### config.mk
export PLATFORM = sky130hd
export DESIGN_NAME = issue_scheduler
export DESIGN_NICKNAME = d
export VERILOG_FILES = /design/src/rtl/issue_scheduler.sv
export SDC_FILE = /design/constraint.sdc
export NUM_CORES = 1
export LEC_CHECK = 0
export ABC_AREA = 1
export CAP_MARGIN = 25
export CORE_MARGIN = 4
export CORE_UTILIZATION = 52
export CTS_BUF_LIST = sky130_fd_sc_hd__clkbuf_4 sky130_fd_sc_hd__clkbuf_8 sky130_fd_sc_hd__clkbuf_16
export DETAILED_ROUTE_END_ITERATION = 12
export PLACE_DENSITY_LB_ADDON = 0.2
export SLEW_MARGIN = 20
export SYNTH_ARGS = -nofsm -noshare
export SYNTH_HDL_FRONTEND = slang
export SYNTH_SLANG_ARGS = --single-unit
### constraint.sdc
create_clock -name clk -period 5.75 [get_ports clk]
set_input_delay 1.725 -clock clk [delete_from_list [all_inputs] [get_ports clk]]
set_output_delay 1.725 -clock clk [all_outputs]
set_load 0.03 [all_outputs]
### src/rtl/issue_scheduler.sv
// rtl/issue_scheduler.sv - dual-issue scheduler: instruction buffer, pairing rules, divider serialisation.
// Optional macro DUAL_ISSUE_EN enables pair issue from the head+1 entry on lane 1.
module issue_scheduler #(
    parameter int         DEPTH      = 4,
    parameter int         TAG_W      = 32,
    parameter logic [2:0] FWD_MASK   = 3'b011,
    parameter int         DIV_CYCLES = 16
) (
    input  logic                  clk,
    input  logic                  rst,
    input  logic                  flush,
    input  logic                  stall,
    input  logic [1:0]            dec_valid,
    input  logic [1:0][4:0]       dec_src_a,
    input  logic [1:0][4:0]       dec_src_b,
    input  logic [1:0][4:0]       dec_dest,
    input  logic [1:0]            dec_wen,
    input  logic [1:0][1:0]       dec_cls,
    input  logic [1:0][TAG_W-1:0] dec_tag,
    output logic                  dec_ready,
    output logic [3:0][4:0]       sb_read_addr,
    input  logic [3:0][2:0]       sb_data_out,
    output logic [1:0]            sb_write_ena,
    output logic [1:0][4:0]       sb_write_addr,
    output logic [1:0][2:0]       sb_data_in,
    output logic                  sb_flash,
    output logic [1:0]            iss_valid,
    output logic [1:0][4:0]       iss_src_a,
    output logic [1:0][4:0]       iss_src_b,
    output logic [1:0][4:0]       iss_dest,
    output logic [1:0]            iss_wen,
    output logic [1:0][1:0]       iss_cls,
    output logic [1:0][TAG_W-1:0] iss_tag,
    output logic                  div_busy
);
    localparam int         PTR_W   = $clog2(DEPTH);
    localparam int         CNT_W   = $clog2(DEPTH + 1);
    localparam int         CYC_W   = $clog2(DIV_CYCLES);
    localparam logic [1:0] CLS_MEM = 2'b01;
    localparam logic [1:0] CLS_DIV = 2'b10;
    localparam logic [1:0] CLS_BR  = 2'b11;

`ifdef DUAL_ISSUE_EN
    localparam bit DUAL = 1'b1;
`else
    localparam bit DUAL = 1'b0;
`endif

    typedef struct packed {
        logic [4:0]       src_a;
        logic [4:0]       src_b;
        logic [4:0]       dest;
        logic             wen;
        logic [1:0]       cls;
        logic [TAG_W-1:0] tag;
    } entry_t;

    typedef enum logic {S_IDLE = 1'b0, S_BUSY = 1'b1} div_state_t;

    entry_t           entries [DEPTH];
    entry_t           slot    [2];
    entry_t           in0;
    entry_t           in1;
    logic [PTR_W-1:0] head;
    logic [PTR_W-1:0] tail;
    logic [PTR_W-1:0] head1;
    logic [PTR_W-1:0] tail1;
    logic [CNT_W-1:0] count;
    logic             valid0;
    logic             valid1;
    logic             ready0;
    logic             ready1;
    logic             raw;
    logic             pair_ok;
    logic             fsm_ok0;
    logic [1:0]       iss;
    logic [1:0]       n_pop;
    logic [1:0]       n_push;
    div_state_t       state;
    div_state_t       state_next;
    logic [CYC_W-1:0] div_cnt;
    logic [CYC_W-1:0] div_cnt_next;

    // A producer already in a forwardable stage counts as ready for its consumer.
    function automatic logic op_ready(input logic [4:0] addr, input logic [2:0] pos);
        return (addr == 5'd0) || (pos == 3'd0) || ((pos & FWD_MASK) != 3'd0);
    endfunction

    assign head1   = head + 1'b1;
    assign tail1   = tail + 1'b1;
    assign slot[0] = entries[head];
    assign slot[1] = entries[head1];
    assign in0     = {dec_src_a[0], dec_src_b[0], dec_dest[0], dec_wen[0], dec_cls[0], dec_tag[0]};
    assign in1     = {dec_src_a[1], dec_src_b[1], dec_dest[1], dec_wen[1], dec_cls[1], dec_tag[1]};

    assign dec_ready = (count <= CNT_W'(DEPTH - 2));
    assign valid0    = (count != '0);
    assign valid1    = (count > CNT_W'(1));

    assign sb_read_addr = {slot[1].src_b, slot[1].src_a, slot[0].src_b, slot[0].src_a};
    assign sb_data_in   = {3'b100, 3'b100};
    assign sb_flash     = flush;

    assign ready0 = op_ready(slot[0].src_a, sb_data_out[0]) && op_ready(slot[0].src_b, sb_data_out[1]);
    assign ready1 = op_ready(slot[1].src_a, sb_data_out[2]) && op_ready(slot[1].src_b, sb_data_out[3]);

    assign raw = slot[0].wen && (slot[0].dest != 5'd0) &&
                 ((slot[0].dest == slot[1].src_a) || (slot[0].dest == slot[1].src_b));

    assign pair_ok = valid1 && ready1 && !raw &&
                     !((slot[0].cls == CLS_MEM) && (slot[1].cls == CLS_MEM)) &&
                     (slot[0].cls != CLS_BR) && (slot[1].cls != CLS_DIV);

    assign iss[0] = valid0 && ready0 && !stall && fsm_ok0;
    assign iss[1] = DUAL && iss[0] && pair_ok;

    assign n_pop  = {1'b0, iss[0]} + {1'b0, iss[1]};
    assign n_push = dec_ready ? ({1'b0, dec_valid[0]} + {1'b0, dec_valid[0] & dec_valid[1]}) : 2'd0;

    always_ff @(posedge clk) begin
        if (!flush && (n_push != 2'd0)) begin
            entries[tail] <= in0;
            if (n_push == 2'd2) begin
                entries[tail1] <= in1;
            end
        end
    end

    always_ff @(posedge clk or posedge rst) begin
        if (rst) begin
            head  <= '0;
            tail  <= '0;
            count <= '0;
        end else if (flush) begin
            head  <= '0;
            tail  <= '0;
            count <= '0;
        end else begin
            head  <= head + PTR_W'(n_pop);
            tail  <= tail + PTR_W'(n_push);
            count <= count + CNT_W'(n_push) - CNT_W'(n_pop);
        end
    end

    // Issued fields hold across idle/stalled cycles; only the valid bits drop.
    always_ff @(posedge clk or posedge rst) begin
        if (rst) begin
            iss_valid     <= '0;
            sb_write_ena  <= '0;
            sb_write_addr <= '0;
            iss_src_a     <= '0;
            iss_src_b     <= '0;
            iss_dest      <= '0;
            iss_wen       <= '0;
            iss_cls       <= '0;
            iss_tag       <= '0;
        end else if (flush) begin
            iss_valid    <= '0;
            sb_write_ena <= '0;
        end else begin
            iss_valid <= iss;
            for (int l = 0; l < 2; l++) begin
                sb_write_ena[l] <= iss[l] && slot[l].wen && (slot[l].dest != 5'd0);
                if (iss[l]) begin
                    sb_write_addr[l] <= slot[l].dest;
                    iss_src_a[l]     <= slot[l].src_a;
                    iss_src_b[l]     <= slot[l].src_b;
                    iss_dest[l]      <= slot[l].dest;
                    iss_wen[l]       <= slot[l].wen;
                    iss_cls[l]       <= slot[l].cls;
                    iss_tag[l]       <= slot[l].tag;
                end
            end
        end
    end

    always_ff @(posedge clk or posedge rst) begin
        if (rst) begin
            state   <= S_IDLE;
            div_cnt <= '0;
        end else begin
            state   <= state_next;
            div_cnt <= div_cnt_next;
        end
    end

    always_comb begin
        state_next   = state;
        div_cnt_next = div_cnt;
        if (flush) begin
            state_next   = S_IDLE;
            div_cnt_next = '0;
        end else begin
            case (state)
                S_IDLE: begin
                    if (iss[0] && (slot[0].cls == CLS_DIV)) begin
                        state_next   = S_BUSY;
                        div_cnt_next = CYC_W'(DIV_CYCLES - 1);
                    end
                end
                S_BUSY: begin
                    if (div_cnt == '0) begin
                        state_next = S_IDLE;
                    end else begin
                        div_cnt_next = div_cnt - 1'b1;
                    end
                end
                default: state_next = S_IDLE;
            endcase
        end
    end

    always_comb begin
        div_busy = (state != S_IDLE);
        fsm_ok0  = (state == S_IDLE) || ((slot[0].cls != CLS_DIV) && (state != S_BUSY));
    end

endmodule

* Yosys cells after proc, flatten, opt, wreduce, memory -nomap -nowiden
Memories as Yosys holds them, arrays and structs flattened.
Cells that the tools add are included.
** Word-level totals
- Bits in registers :: 66
- Bits in writable memories :: 200
- Output and inout port bits :: 143
- Memories :: 1
- Logic and storage cells :: 78
- Input bits :: 118
** Cells by class
- $lt $le $gt $ge :: 1
- Multiplexer cells :: 19
- Eq/ne operators :: 5
- $add $sub $neg :: 8
- Bitwise operators :: 3
- Reductions and logical operators :: 28
** Memory list
- entries :: words 4, bits a word 50, rd ports 2, clocked after Yosys merged registers in 0, wr ports 2, RTL line 60 : entry_t entries [DEPTH];
** Operator list (count)
- two-way mux 4 bit :: 3
- zero test 5 bit :: 2
- two-way mux 1 bit :: 10
- logical AND 1 bit :: 9
- nonzero test 3 bit :: 3
- one-hot mux 4 bit (2 select lines) :: 1
- zero test 3 bit :: 2
- two-way mux 2 bit :: 3
- inequality test 3 bit, second input constant :: 2
- logical OR 1 bit :: 5
- nonzero test 5 bit :: 1
- adder 2 x 1 -> 2 bit, second input constant :: 2
- == test 2 bit, second input constant :: 2
- zero test 4 bit :: 1
- AND reduction 2 bit :: 2
- subtractor 4 x 1 -> 4 bit, second input constant :: 1
- adder 3 x 2 -> 3 bit :: 1
- less-or-equal comparator 3 x 2 -> 1 bit, second input constant :: 1
- two-way mux 3 bit :: 1
- subtractor 3 x 1 -> 3 bit :: 1
- adder 1 x 1 -> 2 bit :: 1
- adder 2 x 1 -> 2 bit :: 1
- adder 2 bit :: 1
- zero test 1 bit :: 2
- other kinds (5) :: 6

* Depth between registers and ports, before layout
Gate-level depths: netlist of run 1.
An unclocked memory read counts as a cell.
- Word-level depth :: 12
- Gate-level depth with buffers :: 19
- Gate-level depth less buffers :: 17

* Least setup slack after synthesis of run 1
OpenSTA, ideal clock, no wires.
- Path type :: input-to-reg
- From :: in flush
- To :: mem entries[0][0] (netlist name) (enable)
- Path buffers :: 0
- Cell stages on the path :: 3
- Setup time :: 0.527 ns
- Required time :: 5.223 ns
- Arrival time :: 5.663 ns
- Path slack :: -0.440 ns
- Cells stage by stage :: inv_1 > nand3_1 > o21ai_0
** RTL lines
- from (decl) :: RTL line 11 : input logic flush,
- to (decl) :: RTL line 60

* Worst setup path in the final report of run 1
- From :: in flush
- To :: out sb_flash
** RTL lines
- to (decl) :: RTL line 26 : output logic sb_flash,
No word-level cell between the ends.

==> results of run 1 <==
## power by group
part           switching (W)  total, W  internal, W  leakage [nW]
Combinational        0.00149   0.00231     0.000827          3.70
Sequential          0.000139   0.00252      0.00238          2.63
Clock               0.000727   0.00178      0.00105         0.453
Total                0.00235   0.00661      0.00426          6.78
## layout by cell type (no fill, tap or decap), types with 3 or more instances in the layout
cell type	count
clkinv_2	5
nor2_1	25
a21oi_1	16
ha_1	6
clkbuf_4	7
dfrtp_1	63
a32o_1	6
o21ai_0	230
nand3_1	95
a221oi_1	32
clkdlybuf4s50_1	191
buf_12	3
clkinv_1	9
buf_4	16
o211ai_1	3
nand2_1	399
clkbuf_16	29
o21ai_4	4
conb_1	63
nor3_1	3
nand2_4	4
nand4_1	4
o21ai_2	4
xor2_1	4
o21ai_1	40
o22ai_1	3
edfxtp_1	200
inv_1	83
## area by class of cell
type                    count  area (um2)  share of cell area (%)
inverters                  88         337                    2.12
diodes                      1        2.50                  0.0158
clock inverters            15         118                   0.742
well taps                 330         413                    2.60
flip-flops and latches    264        7610                    48.0
multi-input cells         948        4490                    28.3
clock buffers              37         792                    5.00
repair buffers            210        2090                    13.2
## sequential cells by signal (all words and copies together), names as in the netlist
register      flops
iss_valid         1
iss_dest          5
div_busy          1
iss_wen           1
iss_src_a         5
iss_src_b         5
entries         200
iss_tag          32
tail              2
count             3
div_cnt           4
iss_cls           2
sb_write_ena      1
head              2
## per-stage QoR
step / total power [W] / utilization (%) / setup TNS [ns]
floorplan: 0.00414 / - / -87.97
global placement: 0.00482 / 59.5 / 0
detailed placement: 0.00487 / 59.5 / 0
CTS: 0.00665 / 63.1 / 0
global route: 0.00695 / 63.1 / 0
finish: 0.00661 / 63.1 / 0
## per-layer routing
metal  vias up  wire, um
li1       4954         -
met1      4870     13900
met2       461     16200
met3        44      2740
met4         2       540
met5         -         8
## worst min path at each step
stage,endpoint,cells after the start,slack (ns)
floorplan,div_cnt[1],2,0.50
global placement,iss_wen[0],2,0.46
detailed placement,iss_wen[0],2,0.46
CTS,iss_wen[0],2,0.48
global route,iss_tag[9],2,0.51
finish,iss_tag[5],2,0.48
## worst reg2reg max path, cell delays in order, from the launching register on
cell and delay, ns:
dfrtp_1 0.34, buf_4 0.47, inv_4 0.31, nand2_1 0.14
nand3_1 0.07, nand2_1 0.20, nand2_1 0.11, nor2_1 0.11
nor2_1 0.08, nor2_4 0.13, nand3_4 0.68, buf_4 0.53
nand2_1 0.09, o21ai_1 0.06
## kinds of logic after synthesis
logic type	count (synthesis)
AOI/OAI and AO/OA	339
and+or+nand+nor	535
xor gates and xnor gates	4
other	2
DFF	264
buffers and inverters	269
adders and majority gates	7
==> results.py, run 1 <==
metrics = {
    "floorplanning": {
        "die_h_um": 167,
        "initial_core_util_pct": 52.6,
        "die-area_um2": 28000,
        "core-area_um2": 25100,
        "num_io_pins": 261,
        "die_w_um": 167,
        "rows": 58,
    },
    "setup_path": {
        "critical_path.endpoint": "sb_flash",
        "startpoint_type": "input pin",
        "critical_path.cell_chain": "clkdlybuf4s50_1, buf_4, clkdlybuf4s50_1",
        "cp-startpoint": "flush",
        "worstPathArrival_ns": 3.06,
        "path_buf_inv": 3,
        "path_max_fanout": 12,
        "crit_path_frequent_cell": "clkdlybuf4s50_1",
        "r2r_start": "head[0]",
        "critPathKind": "in -> out",
        "reg2reg_to": "iss_tag[18]",
        "worstSetupEndpointType": "primary output",
        "reg2reg_slack_ns": 2.32,
        "critical_path.top_delay_family": "buffers and inverters",
        "required_ns": 4.03,
        "crit_path_max_incr_delay_ns": 0.69,
        "worst_path_max_delay_cell": "clkdlybuf4s50_1",
        "cp.depth": 3,
        "r2r_cells": 13,
    },
    "cells_and_area": {
        "area_delta_synth_final_pct": 20.0,
        "finalNetCount": 1665,
        "final_area_um2": 15900,
        "final_layout_size_suffix_gt1_share_pct": 5.38,
        "nFillCells": 2076,
        "fin_cells": 1893,
    },
    "clock_tree": {
        "path_clk_slew_ns": 0.06,
        "cts_root_buf": "clkbuf_16",
        "cts_max_level": 1,
        "ctsHoldBuffers": 0,
        "clk_path_buf_depth": 3,
        "cts_buffers": 28,
        "cts_post_setup_buffers_inserted": 0,
        "post_cts_resized": 0,
        "cts_sinks": 264,
        "cts_tree": "yes",
        "clk_latency_ns": 0.54,
    },
    "yosys": {
        "ys_types": 33,
        "synth_common_cells": "nand2_1 (403), o21ai_0 (234), edfxtp_1 (200)",
        "synth-compound-area-share_pct": 14.2,
        "synthTopCellsByArea": "edfxtp_1 (45%), dfrtp_1 (12%), nand2_1 (11%)",
        "synth_xor_area_share_pct": 0.265,
        "yosysTopAreaCell": "edfxtp_1",
        "synth_top_family_by_area": "simple AND/OR/NAND/NOR gates",
        "synth-edff-count": 200,
        "synth_top_area_share_pct": 45.5,
        "netlist_area_um2": 13200,
        "syn_inst": 1420,
        "synth-main-ff-cell": "edfxtp_1",
        "ys_ff_latch": 264,
        "synth_mux_area_share_pct": 0,
        "seq_area_frac_synth_pct": 57.6,
        "avgSynthCellArea_um2": 9.31,
        "synth_most_common_cell": "nand2_1",
        "ys_warn_count": 0,
        "yosys.area_share.adder_pct": 0.720,
        "synth_simple_gate_area_share_pct": 16.4,
        "async_flop_share_pct": 24.2,
    },
    "global_route": {
        "antenna_found_initial": 2,
        "grt_pass1_vias": 9996,
        "grt_pass1_wl_um": 52600,
        "use_met3_pct": 3.38,
        "grt.busiest_layer": "met2",
        "grtUsageTotal_pct": 23.2,
        "grtUsageMet2_pct": 39.6,
        "grt_max_degree": 101,
        "grt-ovfl-total": 0,
        "use_met1_pct": 31.6,
    },
    "placed_design": {
        "place_hpwl_um": 20200,
        "placed_cell_area_um2": 14900,
        "place_congestion": 0.761,
        "numPortBuffers": 191,
        "placed_cells": 1840,
        "post-place-ws_ns": 0.977,
    },
    "routing": {
        "wirelength_um": 33400,
        "wl_per_cell_um": 17.6,
        "route.detailed.drc": 0,
        "vias": 10300,
        "via_per_inst": 5.46,
        "drt_iter0_markers": 777,
        "ant_nets": 0,
        "first_pass_iters": 5,
    },
    "sta": {
        "finalMaxSlewViolations": 0,
        "fin_crit_sh_pct": 83.2,
        "relSlewSlack_pct": 31.1,
        "report.final.hold_viol_count": 0,
        "hold-worst-slack_ns": 0.483,
        "tightest_slew_ns": 1.03,
        "clock_skew_ns": 0.0106,
        "setup_ws_ns": 0.965,
        "fmax_ghz": 0.209,
        "rsz0062_at_grt": "no",
        "setup_violations": 0,
        "min_period_ns": 4.78,
    },
    "power": {
        "p_leak_nw": 6.78,
        "ir_drop_uv": 244,
        "power_density_nw_per_um2": 417,
    },
    "status": {
        "status": "finished, final reports clean",
    },
    "min_path": {
        "min_path_type": "reg -> reg",
        "hp-start": "iss_tag[5]",
    },
    "job": {
        "drv_cap": 0,
    },
}
Power figures use the tool's default switching activity.
==> run 2: changes to the inputs <==
==> constraint.sdc (replaced) <==
create_clock -name clk -period 4.6 [get_ports clk]
set_input_delay 1.38 -clock clk [delete_from_list [all_inputs] [get_ports clk]]
set_output_delay 1.38 -clock clk [all_outputs]
set_load 0.03 [all_outputs]
==> run 2 against run 1 <==
  * Combinational power grew 26%
  * Utilization grew 0.85 points
  * Hold slack lost 0.0041 ns
  * Via count shrank 0.46%
  * Die area is the same
  * Flip-flop and latch count is the same
  * Largest power group unchanged
  * Highest routed layer is now met4
==> results.py, run 2 (synthesis gave the netlist of run 1 again) <==
metrics = {
    "cells_and_area": {
        "regMostFlops": "entries",
        "finalNetCount": 1672,
        "finish.utilization_pct": 64.0,
        "reg_top3": "entries: 200 flops, iss_tag: 32 flops",
        "final_layout_size_suffix_gt1_share_pct": 6.25,
        "antennaDiodeCount": 0,
        "area_delta_synth_final_pct": 21.6,
        "largest_register_ffs": 200,
        "layout_commonest_cell": "nand2_1",
        "fin_cells": 1897,
        "final_cell_mix": "nand2_1 (399), o21ai_0 (230), edfxtp_1 (200)",
    },
    "sta": {
        "clock_skew_ns": 0.00886,
        "finalMaxSlewViolations": 0,
        "tightest_slew_ns": 0.934,
        "setup_violations": 0,
        "report.final.hold_viol_count": 0,
        "rsz0062_at_grt": "no",
        "fin_crit_sh_pct": 93.4,
        "min_period_ns": 4.30,
        "tns_ns": 0,
        "relSlewSlack_pct": 37.5,
        "fmax_ghz": 0.233,
    },
    "floorplanning": {
        "initial_core_util_pct": 52.6,
        "die-area_um2": 28000,
        "rows": 58,
        "die_w_um": 167,
        "die_h_um": 167,
        "core-area_um2": 25100,
        "num_io_pins": 261,
    },
    "setup_path": {
        "path_max_fanout": 57,
        "r2r_cells": 17,
        "worstSetupEndpointType": "primary output",
        "startpoint_type": "flop",
        "required_ns": 3.22,
        "cp-startpoint": "head[0]",
        "critPathKind": "reg -> out",
        "reg2reg_to": "count[2]",
        "critical_path.endpoint": "sb_read_addr[13]",
        "reg2reg_slack_ns": 1.19,
        "r2r_start": "head[0]",
        "worstPathArrival_ns": 2.92,
    },
    "global_route": {
        "grtUsageTotal_pct": 23.0,
        "grt_max_degree": 101,
        "antenna_found_initial": 0,
        "grt-ovfl-total": 0,
        "grt_pass1_wl_um": 51700,
        "grt_pass1_vias": 9889,
    },
    "power": {
        "p_leak_nw": 6.90,
        "ir_drop_uv": 339,
        "power_density_nw_per_um2": 525,
    },
    "clock_tree": {
        "cts_root_buf": "clkbuf_16",
        "clk_path_buf_depth": 3,
        "clk_latency_ns": 0.53,
        "cts_tree": "yes",
        "cts_max_level": 1,
        "ctsHoldBuffers": 0,
        "post_cts_resized": 0,
        "path_clk_slew_ns": 0.06,
        "cts_buffers": 27,
        "cts_sinks": 264,
        "cts_post_setup_buffers_inserted": 0,
    },
    "routing": {
        "route.detailed.drc": 0,
        "ant_nets": 0,
        "wl_per_cell_um": 17.5,
        "via_per_inst": 5.42,
        "drt_iter0_markers": 773,
        "first_pass_iters": 5,
        "wirelength_um": 33200,
        "vias": 10300,
    },
    "placed_design": {
        "numPortBuffers": 191,
        "place_hpwl_um": 20300,
        "place_congestion": 0.787,
        "placed_cells": 1847,
    },
    "status": {
        "status": "finished, final reports clean",
    },
    "min_path": {
        "min_path_type": "reg -> reg",
    },
    "job": {
        "drv_cap": 0,
    },
}
## run 2: cell types whose count changed in the layout (fill, tap and decap cells not counted), moves of 2 or more
| cell | change |
|---|---|
| buf_4 | +2 |
| clkinv_1 | -7 |
| clkinv_4 | +2 |
| buf_12 | +8 |
| clkbuf_16 | -2 |
| clkbuf_8 | +3 |
| bufinv_16 | +3 |
| clkdlybuf4s50_1 | -2 |
## run 2: final cells by class
type	count	area (um2)
fill	1999	9040
sequential	264	7610
multi-input combinational	948	4490
timing repair buffer	218	2250
clock buffer	37	776
tap	330	413
inverter	88	337
clock inverter	12	194
## run 2: worst min path at each step
stage | from | endpoint | slack, ns | depth (start not counted)
global route | iss_src_a[3] | iss_src_a[3] | 0.50 | 2
global placement | iss_wen[0] | iss_wen[0] | 0.46 | 2
CTS | iss_src_a[3] | iss_src_a[3] | 0.48 | 2
finish | iss_src_a[0] | iss_src_a[0] | 0.48 | 2
detailed placement | iss_src_a[3] | iss_src_a[3] | 0.47 | 2
floorplan | div_cnt[1] | div_cnt[1] | 0.50 | 2
## run 2: power by group
part	internal, W	switching, W
Clock	0.00146	0.000898
Combinational	0.00106	0.00183
Sequential	0.00297	0.000204
Total	0.00549	0.00294
## run 2: worst max-delay path: stages (launching register included)
cell     delay (ns)
dfrtp_1        0.63
inv_4          0.59
buf_4          0.63
a32o_1         0.33
buf_4          0.18
## run 2: through the flow
step	setup slack, ns	hold slack [ns]	total power [W]	instance area, um2
2_1_floorplan	-1.24	0.498	0.00517	13400
3_3_place_gp	0.635	0.462	0.00607	15100
3_5_place_dp	0.652	0.466	0.00612	15100
4_1_cts	0.304	0.482	0.00848	16000
5_1_grt	0.144	0.503	0.00885	16100
6_report	0.302	0.478	0.00843	16100
## run 2: per-layer routing
layer,GRT usage (%),share of wire [%],up-vias
li1,-,-,4976
met1,30.8,40,4747
met2,38.6,48,492
met3,4.23,9.3,68
met4,6.67,2.5,0
met5,0,0,-
